File: src/rtl/fma_pkg.sv
// rtl/fma_pkg.sv - shared types and constants for the mulit/mulot multiplier interface
//
// Purpose : operand/product widths, default tag width, request/response
//           structs exchanged between fmad mul ports and mul_srv, plus the
//           exact unsigned multiply used by the server pipeline.
package fma_pkg;

    localparam int MUL_W  = 27;
    localparam int PROD_W = 54;
    localparam int TAGW   = 4;

    typedef struct packed {
        logic              req;
        logic [TAGW-1:0]   tag;
        logic [MUL_W-1:0]  a;
        logic [MUL_W-1:0]  b;
    } mulit;

    typedef struct packed {
        logic              ack;
        logic              vld;
        logic [TAGW-1:0]   tag;
        logic [PROD_W-1:0] prod;
    } mulot;

    // Full-width unsigned product: both operands are widened first so no
    // bits are lost before the multiply.
    function automatic logic [PROD_W-1:0] mul_exact(input logic [MUL_W-1:0] a,
                                                    input logic [MUL_W-1:0] b);
        return PROD_W'(a) * PROD_W'(b);
    endfunction

endpackage

File: src/rtl/mul_srv_rr.sv
// rtl/mul_srv_rr.sv - NCLI-way round-robin arbiter for mul_srv
//
// Purpose : grants at most one requester per cycle, scanning from the
//           rotating pointer upwards and wrapping to 0.
// Ports   : clk, reset_n    clock / async active-low reset
//           i_req[NCLI]     request vector
//           o_gnt[NCLI]     one-hot grant (combinational)
//           o_gnt_idx[IW]   index of the granted client (0 when none)
//           o_gnt_vld       a grant is issued this cycle
module mul_srv_rr #(
    parameter int NCLI = 4,
    parameter int IW   = 2
) (
    input  logic            clk,
    input  logic            reset_n,
    input  logic [NCLI-1:0] i_req,
    output logic [NCLI-1:0] o_gnt,
    output logic [IW-1:0]   o_gnt_idx,
    output logic            o_gnt_vld
);

    logic [IW-1:0] r_ptr;
    int            w_k;

    always_comb begin
        o_gnt     = '0;
        o_gnt_idx = '0;
        o_gnt_vld = 1'b0;
        w_k       = 0;
        for (int i = 0; i < NCLI; i++) begin
            w_k = int'(r_ptr) + i;
            if (w_k >= NCLI) begin
                w_k = w_k - NCLI;
            end
            if (!o_gnt_vld && i_req[w_k]) begin
                o_gnt_vld  = 1'b1;
                o_gnt_idx  = IW'(w_k);
                o_gnt[w_k] = 1'b1;
            end
        end
    end

    // Pointer moves just past the winner; it stays put on idle cycles.
    always_ff @(posedge clk or negedge reset_n) begin
        if (!reset_n) begin
            r_ptr <= '0;
        end else if (o_gnt_vld) begin
            r_ptr <= (o_gnt_idx == IW'(NCLI - 1)) ? '0 : o_gnt_idx + IW'(1);
        end
    end

endmodule

File: src/rtl/mul_srv.sv
// rtl/mul_srv.sv - shared 27x27 multiplier server with round-robin clients
//
// Purpose : arbitrates NCLI multiply requests, runs one through a LAT-deep
//           pipeline per cycle and returns prod/tag to the owning client.
// Ports   : clk, reset_n    clock / async active-low reset
//           muli[NCLI]      per-client req, tag, a, b
//           mulo[NCLI]      per-client ack (comb), vld, tag, prod
//           stat_clr        synchronous clear of stat_busy
//           stat_busy[32]   saturating count of granted cycles
// Config  : MUL_SRV_STAT_EN enables the stat_busy counter; otherwise
//           stat_busy is 0 and stat_clr is ignored.
module mul_srv
    import fma_pkg::*;
#(
    parameter int NCLI = 4,
    parameter int LAT  = 2
) (
    input  logic        clk,
    input  logic        reset_n,
    input  mulit        muli [NCLI],
    output mulot        mulo [NCLI],
    input  logic        stat_clr,
    output logic [31:0] stat_busy
);

    localparam int IW = (NCLI > 1) ? $clog2(NCLI) : 1;

    logic [NCLI-1:0]   w_req;
    logic [NCLI-1:0]   w_gnt;
    logic [IW-1:0]     w_gnt_idx;
    logic              w_gnt_vld;
    logic [TAGW-1:0]   w_sel_tag;
    logic [MUL_W-1:0]  w_sel_a;
    logic [MUL_W-1:0]  w_sel_b;

    // Inputs to the per-client result registers (last pipeline stage).
    logic              w_fin_v;
    logic [IW-1:0]     w_fin_id;
    logic [TAGW-1:0]   w_fin_tag;
    logic [PROD_W-1:0] w_fin_prod;

    for (genvar c = 0; c < NCLI; c++) begin : g_req
        assign w_req[c] = muli[c].req;
    end

    mul_srv_rr #(.NCLI(NCLI), .IW(IW)) u_rr (
        .clk       (clk),
        .reset_n   (reset_n),
        .i_req     (w_req),
        .o_gnt     (w_gnt),
        .o_gnt_idx (w_gnt_idx),
        .o_gnt_vld (w_gnt_vld)
    );

    assign w_sel_tag = muli[w_gnt_idx].tag;
    assign w_sel_a   = muli[w_gnt_idx].a;
    assign w_sel_b   = muli[w_gnt_idx].b;

    if (LAT == 1) begin : g_lat1
        // Single-cycle latency: multiply straight from the operand mux.
        assign w_fin_v    = w_gnt_vld;
        assign w_fin_id   = w_gnt_idx;
        assign w_fin_tag  = w_sel_tag;
        assign w_fin_prod = mul_exact(w_sel_a, w_sel_b);
    end else begin : g_latn
        logic              w_cv    [LAT-1];
        logic [IW-1:0]     w_cid   [LAT-1];
        logic [TAGW-1:0]   w_ctag  [LAT-1];
        logic [PROD_W-1:0] w_cprod [LAT-1];

        logic              r_v0;
        logic [IW-1:0]     r_id0;
        logic [TAGW-1:0]   r_tag0;
        logic [MUL_W-1:0]  r_a0;
        logic [MUL_W-1:0]  r_b0;

        // Stage 0 captures operands on the ack edge.
        always_ff @(posedge clk or negedge reset_n) begin
            if (!reset_n) begin
                r_v0   <= 1'b0;
                r_id0  <= '0;
                r_tag0 <= '0;
                r_a0   <= '0;
                r_b0   <= '0;
            end else begin
                r_v0 <= w_gnt_vld;
                if (w_gnt_vld) begin
                    r_id0  <= w_gnt_idx;
                    r_tag0 <= w_sel_tag;
                    r_a0   <= w_sel_a;
                    r_b0   <= w_sel_b;
                end
            end
        end

        assign w_cv[0]    = r_v0;
        assign w_cid[0]   = r_id0;
        assign w_ctag[0]  = r_tag0;
        assign w_cprod[0] = mul_exact(r_a0, r_b0);

        for (genvar s = 1; s < LAT - 1; s++) begin : g_stg
            logic              r_v;
            logic [IW-1:0]     r_id;
            logic [TAGW-1:0]   r_tag;
            logic [PROD_W-1:0] r_prod;

            always_ff @(posedge clk or negedge reset_n) begin
                if (!reset_n) begin
                    r_v    <= 1'b0;
                    r_id   <= '0;
                    r_tag  <= '0;
                    r_prod <= '0;
                end else begin
                    r_v    <= w_cv[s-1];
                    r_id   <= w_cid[s-1];
                    r_tag  <= w_ctag[s-1];
                    r_prod <= w_cprod[s-1];
                end
            end

            assign w_cv[s]    = r_v;
            assign w_cid[s]   = r_id;
            assign w_ctag[s]  = r_tag;
            assign w_cprod[s] = r_prod;
        end

        assign w_fin_v    = w_cv[LAT-2];
        assign w_fin_id   = w_cid[LAT-2];
        assign w_fin_tag  = w_ctag[LAT-2];
        assign w_fin_prod = w_cprod[LAT-2];
    end

    // The last stage is split per client so each client's prod/tag hold
    // their value while results for other clients stream past.
    for (genvar c = 0; c < NCLI; c++) begin : g_out
        logic              w_hit;
        logic              r_vld;
        logic [TAGW-1:0]   r_tag;
        logic [PROD_W-1:0] r_prod;

        assign w_hit = w_fin_v && (w_fin_id == IW'(c));

        always_ff @(posedge clk or negedge reset_n) begin
            if (!reset_n) begin
                r_vld  <= 1'b0;
                r_tag  <= '0;
                r_prod <= '0;
            end else begin
                r_vld <= w_hit;
                if (w_hit) begin
                    r_tag  <= w_fin_tag;
                    r_prod <= w_fin_prod;
                end
            end
        end

        assign mulo[c] = '{ack: w_gnt[c], vld: r_vld, tag: r_tag, prod: r_prod};
    end

`ifdef MUL_SRV_STAT_EN
    logic [31:0] r_stat;

    always_ff @(posedge clk or negedge reset_n) begin
        if (!reset_n) begin
            r_stat <= '0;
        end else if (stat_clr) begin
            r_stat <= '0;
        end else if (w_gnt_vld && (r_stat != 32'hFFFF_FFFF)) begin
            r_stat <= r_stat + 32'd1;
        end
    end

    assign stat_busy = r_stat;
`else
    logic w_unused_stat_clr;
    assign w_unused_stat_clr = stat_clr;
    assign stat_busy         = '0;
`endif

endmodule

File: config.mk
export PLATFORM = sky130hd
export DESIGN_NAME = mul_srv
export DESIGN_NICKNAME = d
export VERILOG_FILES = /design/src/rtl/fma_pkg.sv /design/src/rtl/mul_srv_rr.sv /design/src/rtl/mul_srv.sv
export SDC_FILE = /design/constraint.sdc
export NUM_CORES = 2
export LEC_CHECK = 0
export BUFFER_PORTS_ARGS = -buffer_cell sky130_fd_sc_hd__buf_2
export CORE_ASPECT_RATIO = 0.5
export CORE_MARGIN = 1.5
export CORE_UTILIZATION = 55
export CTS_CLUSTER_DIAMETER = 80
export DETAILED_ROUTE_END_ITERATION = 12
export PLACE_DENSITY = 0.8
export SETUP_SLACK_MARGIN = 0.5
export SLEW_MARGIN = 20
export SYNTH_ARGS = -nofsm -noshare
export SYNTH_HDL_FRONTEND = slang
export SYNTH_SLANG_ARGS = --single-unit
File: constraint.sdc
create_clock -name clk -period 7.7 [get_ports clk]
set_input_delay 0.77 -clock clk [delete_from_list [all_inputs] [get_ports clk]]
set_output_delay 0.77 -clock clk [all_outputs]
set_load 0.005 [all_outputs]
### Word level (Yosys, flattened, before mapping)

Index checks and enable logic that the tools add are counted.

* $add $sub $neg: 8
* multiply operators: 1
* divide/modulo/power cells: 0
* magnitude comparators: 13
* eq/ne operators: 4
* shifts and indexed selects: 0
* multiplexer cells: 40
* bitwise logic cells: 4
* reductions and logical operators: 15

Operators with widths (number)
* 32-bit by 1-bit greater-or-equal comparator with 1-bit output (second input constant): 4
* 32-bit by 4-bit less-than comparator with 1-bit output (second input constant): 4
* 32-bit 2-to-1 mux: 4
* 59-bit binary-select mux with 2-bit select: 1
* 58-bit 2-to-1 mux: 2
* 32-bit by 4-bit greater-or-equal comparator with 1-bit output (second input constant): 3
* 32-bit by 4-bit subtractor with 32-bit output (second input constant): 3
* 27-bit by 27-bit multiplier with 54-bit output: 1
* 1-bit 2-to-1 mux: 16
* 4-bit 2-to-1 mux: 4
* 4-bit OR: 3
* 1-bit logical AND: 11
* 2-bit 2-to-1 mux: 5
* 1-bit binary-select mux with 2-bit select: 4
* 1-bit demux with 2-bit select: 4
* 2-bit by 2-bit adder with 3-bit output (second input constant): 2
* 2-bit equality test (second input constant): 3
* 2-bit by 3-bit subtractor with 4-bit output (second input constant): 1
* 2-bit by 1-bit adder with 3-bit output (second input constant): 1
* 2-bit by 3-bit greater-or-equal comparator with 1-bit output (second input constant): 1
* 3-bit greater-or-equal comparator (second input constant): 1
* 1-bit zero test: 3
* 2-bit inverter with 3-bit output: 1
* 2-bit by 1-bit adder with 2-bit output (second input constant): 1
* other kinds (2): 2

* register bits: 299
* latch bits: 0
* RAM bits: 0
* ROM bits: 0
* input bits: 239
* output and inout port bits: 272
* word-level logic and storage cells: 103
* memories: 0

### Longest topological paths before layout

* depth after elaboration: 19
* gate-level depth with buffers: 27
* depth with buffers taken out: 24

### Modules after synthesis

A second synthesis with hierarchy kept.

* cells, all modules: 3886
* area, all modules: 36685.2 um2

By module, submodules not included
* mul_srv: times used 1, cells an instance 3828, area an instance 36137.2 um2, sequential area each 7432.1 um2
* mul_srv_rr: times used 1, cells an instance 58, area an instance 548.0 um2, sequential area each 50.0 um2

### Worst setup path before layout

Ideal clock, no wire load.

* path type: register to register
* start: register g_latn.r_b0[8]
* end: register g_out[0].r_prod[46]
* library setup time: 135 ps
* arrival: 7050 ps
* data required time: 7565 ps
* setup slack: 515 ps
* stages on the path, launching flop included: 26
* buffers on the path: 3
* period minus slack after synthesis: 7185 ps
* cell sequence: dfrtp_1 > clkbuf_1 > clkbuf_1 > nand2_1 > fa_1 > inv_1 > fa_1 > inv_1 > fa_1 > fa_1 > inv_1 > fa_1 > fa_1 > inv_1 > fa_1 > inv_1 > ha_1 > clkbuf_1 > a21o_1 > a21o_1 > a2111oi_0 > o31a_1 > o21ai_0 > o31ai_2 > xor2_1 > o21ai_0

* longest elaborated chain between the ends: 1

RTL lines
* from (decl): RTL line mul_srv.sv:75 `logic [MUL_W-1:0] r_b0;`
* from (signal assigned): RTL line mul_srv.sv:91 `r_b0 <= w_sel_b;`
* 27-bit by 27-bit multiplier with 54-bit output: RTL line fma_pkg.sv:30 `return PROD_W'(a) * PROD_W'(b);`
* to (signal assigned): RTL line mul_srv.sv:152 `r_prod <= w_fin_prod;`
* to (decl): RTL line mul_srv.sv:139 `logic [PROD_W-1:0] r_prod;`

No other way between the ends.
A chain may end at the register's enable or synchronous reset.

### Worst setup path in the final report

* start: register g_latn.r_b0[9]
* end: register g_out[3].r_prod[53]

* longest elaborated chain between the ends: 1

RTL lines (RTL line)
* 27-bit by 27-bit multiplier with 54-bit output: fma_pkg.sv:30
* to (signal assigned): mul_srv.sv:152
* to (decl): mul_srv.sv:139

No other way between the ends.

==> qor.yml <==
outcome:
  status: "completed"
setup_path:
  cpMaxStageDelayCell: "fa_1"
  startpoint_type: "flop"
  crit_chain: "buf_8 > buf_4 > and2_1 > fa_1 > fa_1 > inv_1 > fa_1 > fa_1 > fa_1 > inv_1 > fa_1 > fa_1 > ha_4 > inv_1 > o21bai_1 > a21o_1 > a221o_1 > inv_1 > a211oi_1 > buf_4 > or4_1 > nand3_1"
  cpMostUsedCell: "fa_1"
  crit_family: "adder cells"
  required_ps: 8200
  rrSetupSlack_ps: 600
  path_buf_inv: 7
  arrival_ps: 7600
  slowest_delay_ps: 790
  cp-end-kind: "flop"
  cp_max_fo: 8
  path_class: "reg2reg"
synthesis:
  ys_top_cells_by_area: "fa_1, dfrtp_1, nand2_1"
  avgSynthCellArea_sq_um: 9.08
  netlist_instances: 4182
  netlist_area_sq_um: 38000
  synth_edf_count: 0
  synthDistinctLibCells: 68
  yosysTopAreaCell: "fa_1"
  synth-seq-area-share_pct: 19.7
  synth_top_flop_cell: "dfrtp_1"
  async_flop_share_pct: 100
  synth_warnings: 0
  netlist.area_leader.share_pct: 32.9
  synth_seq_cells: 299
job:
  drv_cap: 0
grt:
  grt_usage_pct: 31.1
  grt_pass1_wl_mm: 172
  first_global_vias: 31827
  grt_max_degree: 115
  gr-total-overflow: 0
  grt_antenna_before_repair: 0
floorplan:
  initial_utilization_pct: 56.1
  die_y_microns: 189
  coreArea_sq_um: 67700
  ios: 511
  row_count: 67
  die_x_microns: 375
  die-area_sq_um: 70700
clocking:
  cts_buffers: 35
  tritoncts: "yes"
  clock-sinks: 299
  cts-hold-fix-buffers: 0
  cts.clk_slew.worst_paths_ps: 60
  clkLatencyLatePin_ps: 590
  htree_levels: 2
  cts.path.max_buffers: 3
  cts_root_buf: "clkbuf_16"
detailed_routing:
  wl_per_cell_microns: 20.3
  wl_met1_mm: 44.3
  routed.top_layer: "met5"
  met2_length_mm: 50.6
  post-route-drc-count: 0
  drtIter0Drc: 2892
  totalWireLength_mm: 113
  via_per_inst: 5.60
  ant_nets: 0
  via_count: 31175
  dr.pass1.iters: 5
  dr_wl_met3_mm: 12.4
timing:
  rsz0062_at_grt: "true"
  fin_crit_sh_pct: 92.2
  setup_viol: 0
  finalHoldViolations: 0
  fin_crit_ps: 7100
  worst_slew_pin_slew_ps: 1100
  setup_total_negative_slack_ps: 0
  slew_headroom_pct: 25.7
  fmax_ghz: 0.141
  final.setup_skew_ps: 32.6
  drv_slew: 0
placed_design:
  numPortBuffers: 477
  dp.cells: 5431
  hpwl_mm: 84.3
  routabilityCongestion: 0.935
hold_path:
  min_path_type: "in2async"
layout:
  nets: 5701
  final_core_util_pct: 65.2
  syn2layout_area_growth_pct: 16.1
  drive_gt1_share_pct: 20.6
  final_cells: 5562
==> sequential cells by signal, indices dropped and copies added (netlist names), named ones only <==
signal,count
g_out.r_tag,16
u_rr.r_ptr,1
g_latn.r_b0,27
g_latn.r_tag0,4
g_latn.r_id0,2
g_latn.r_a0,27
g_out.r_prod,216
g_out.r_vld,4
g_latn.r_v0,1
==> routing by layer <==
layer	vias up	GRT usage (%)
met5	-	0
met4	2	12.3
met3	350	7.79
met2	1777	48.5
met1	15399	41.9
li1	13647	-
==> cell type report <==
cell class / instances / area, sq um
Multi-Input combinational cell: 2862 / 26800
Fill cell: 5229 / 23500
Sequential cell: 299 / 7560
Timing Repair Buffer: 706 / 4580
Inverter: 733 / 2750
Tap cell: 897 / 1120
Clock buffer: 40 / 915
Clock inverter: 23 / 384
Antenna cell: 2 / 5.00
==> worst reg2reg max path, cell delays in order (launching register included) <==
cell      delay, ps
dfrtp_4         540
buf_8           170
buf_4           140
and2_1          140
fa_1            480
fa_1            530
inv_1            60
fa_1            530
fa_1            460
fa_1            560
inv_1            50
fa_1            460
fa_1            790
ha_4            290
inv_1           140
o21bai_1         90
a21o_1          200
a221o_1         370
inv_1           140
a211oi_1        130
buf_4           190
or4_1           470
nand3_1         100
==> worst paths after layout <==
path                                    from                  end  cells after the start
min                                  reset_n      g_latn.r_a0[25]                      1
max                           g_latn.r_b0[9]  g_out[3].r_prod[53]                     22
max in group asynchronous            reset_n  g_out[2].r_prod[13]                      2
max reg2reg                   g_latn.r_b0[9]  g_out[3].r_prod[53]                     22
min in group clk           g_out[0].r_tag[3]    g_out[0].r_tag[3]                      2
min reg2reg                g_out[0].r_tag[3]    g_out[0].r_tag[3]                      2
==> timing repair <==
| item | CTS | global route |
|---|---|---|
| pin swaps | 1 | 55 |
| setup buffers | 4 | 60 |
| cloned | 0 | 2 |
| endpoints found under the setup margin | 84 | 88 |
| endpoints found under the hold margin | 0 | 0 |
| gates resized for setup | 40 | 121 |
==> cell usage in the layout, fill, tap and decap left out, types with 118 or more instances in the layout <==
cell type	synthesis	layout
mux2i_1	118	118
and2_1	291	289
buf_2	1	477
o21ai_0	182	175
buf_4	36	179
fa_1	624	611
nand2_1	836	836
inv_1	733	732
ha_1	201	186
dfrtp_1	299	266
==> Yosys cell counts, types with 5 or more instances <==
master,instances
nor3_1,13
inv_1,733
and3_1,12
nor2b_1,7
nand4_1,28
o311ai_0,5
and2_1,291
o21ai_0,182
buf_1,11
o31ai_1,21
or4_1,12
nand2_1,836
or3_1,14
o21a_1,7
dfrtp_1,299
nand2b_1,8
nor2_1,41
o21ai_2,9
ha_1,201
clkbuf_1,255
buf_4,36
a211oi_1,6
buf_12,11
a21oi_1,69
a221oi_1,5
o21bai_1,9
mux2i_1,118
mux2_2,61
or2_2,6
o21ai_1,50
a21o_1,36
o211ai_1,21
xor2_1,21
fa_1,624
xnor2_1,19
o2111ai_1,13
nand3_1,35
a2111oi_0,5
==> cells by family after synthesis <==
group,after synthesis,share of synthesized area (%)
XOR/XNOR,40,0.923
other,1,0.00987
flip-flops,299,19.7
multiplexers,183,5.19
AND/OR/NAND/NOR,1312,15.8
buffers and inverters,1052,11.3
adder cells (fa/ha/maj),825,39.5
AO/OA/AOI/OAI,470,7.57
==> stage by stage <==
stage                     cell area (sq um)  hold slack [ps]  setup slack [ps]
after global placement                41500              453            0.0320
final                                 44100              269               597
after detailed placement              41500              459              24.3
after CTS                             42900              292               502
after global routing                  44100              344               388
after floorplan                       38100              470               515
Power is left out: the tool's default activity adds up to more than one toggle a clock period on the data nets, which glitch-free logic cannot reach.
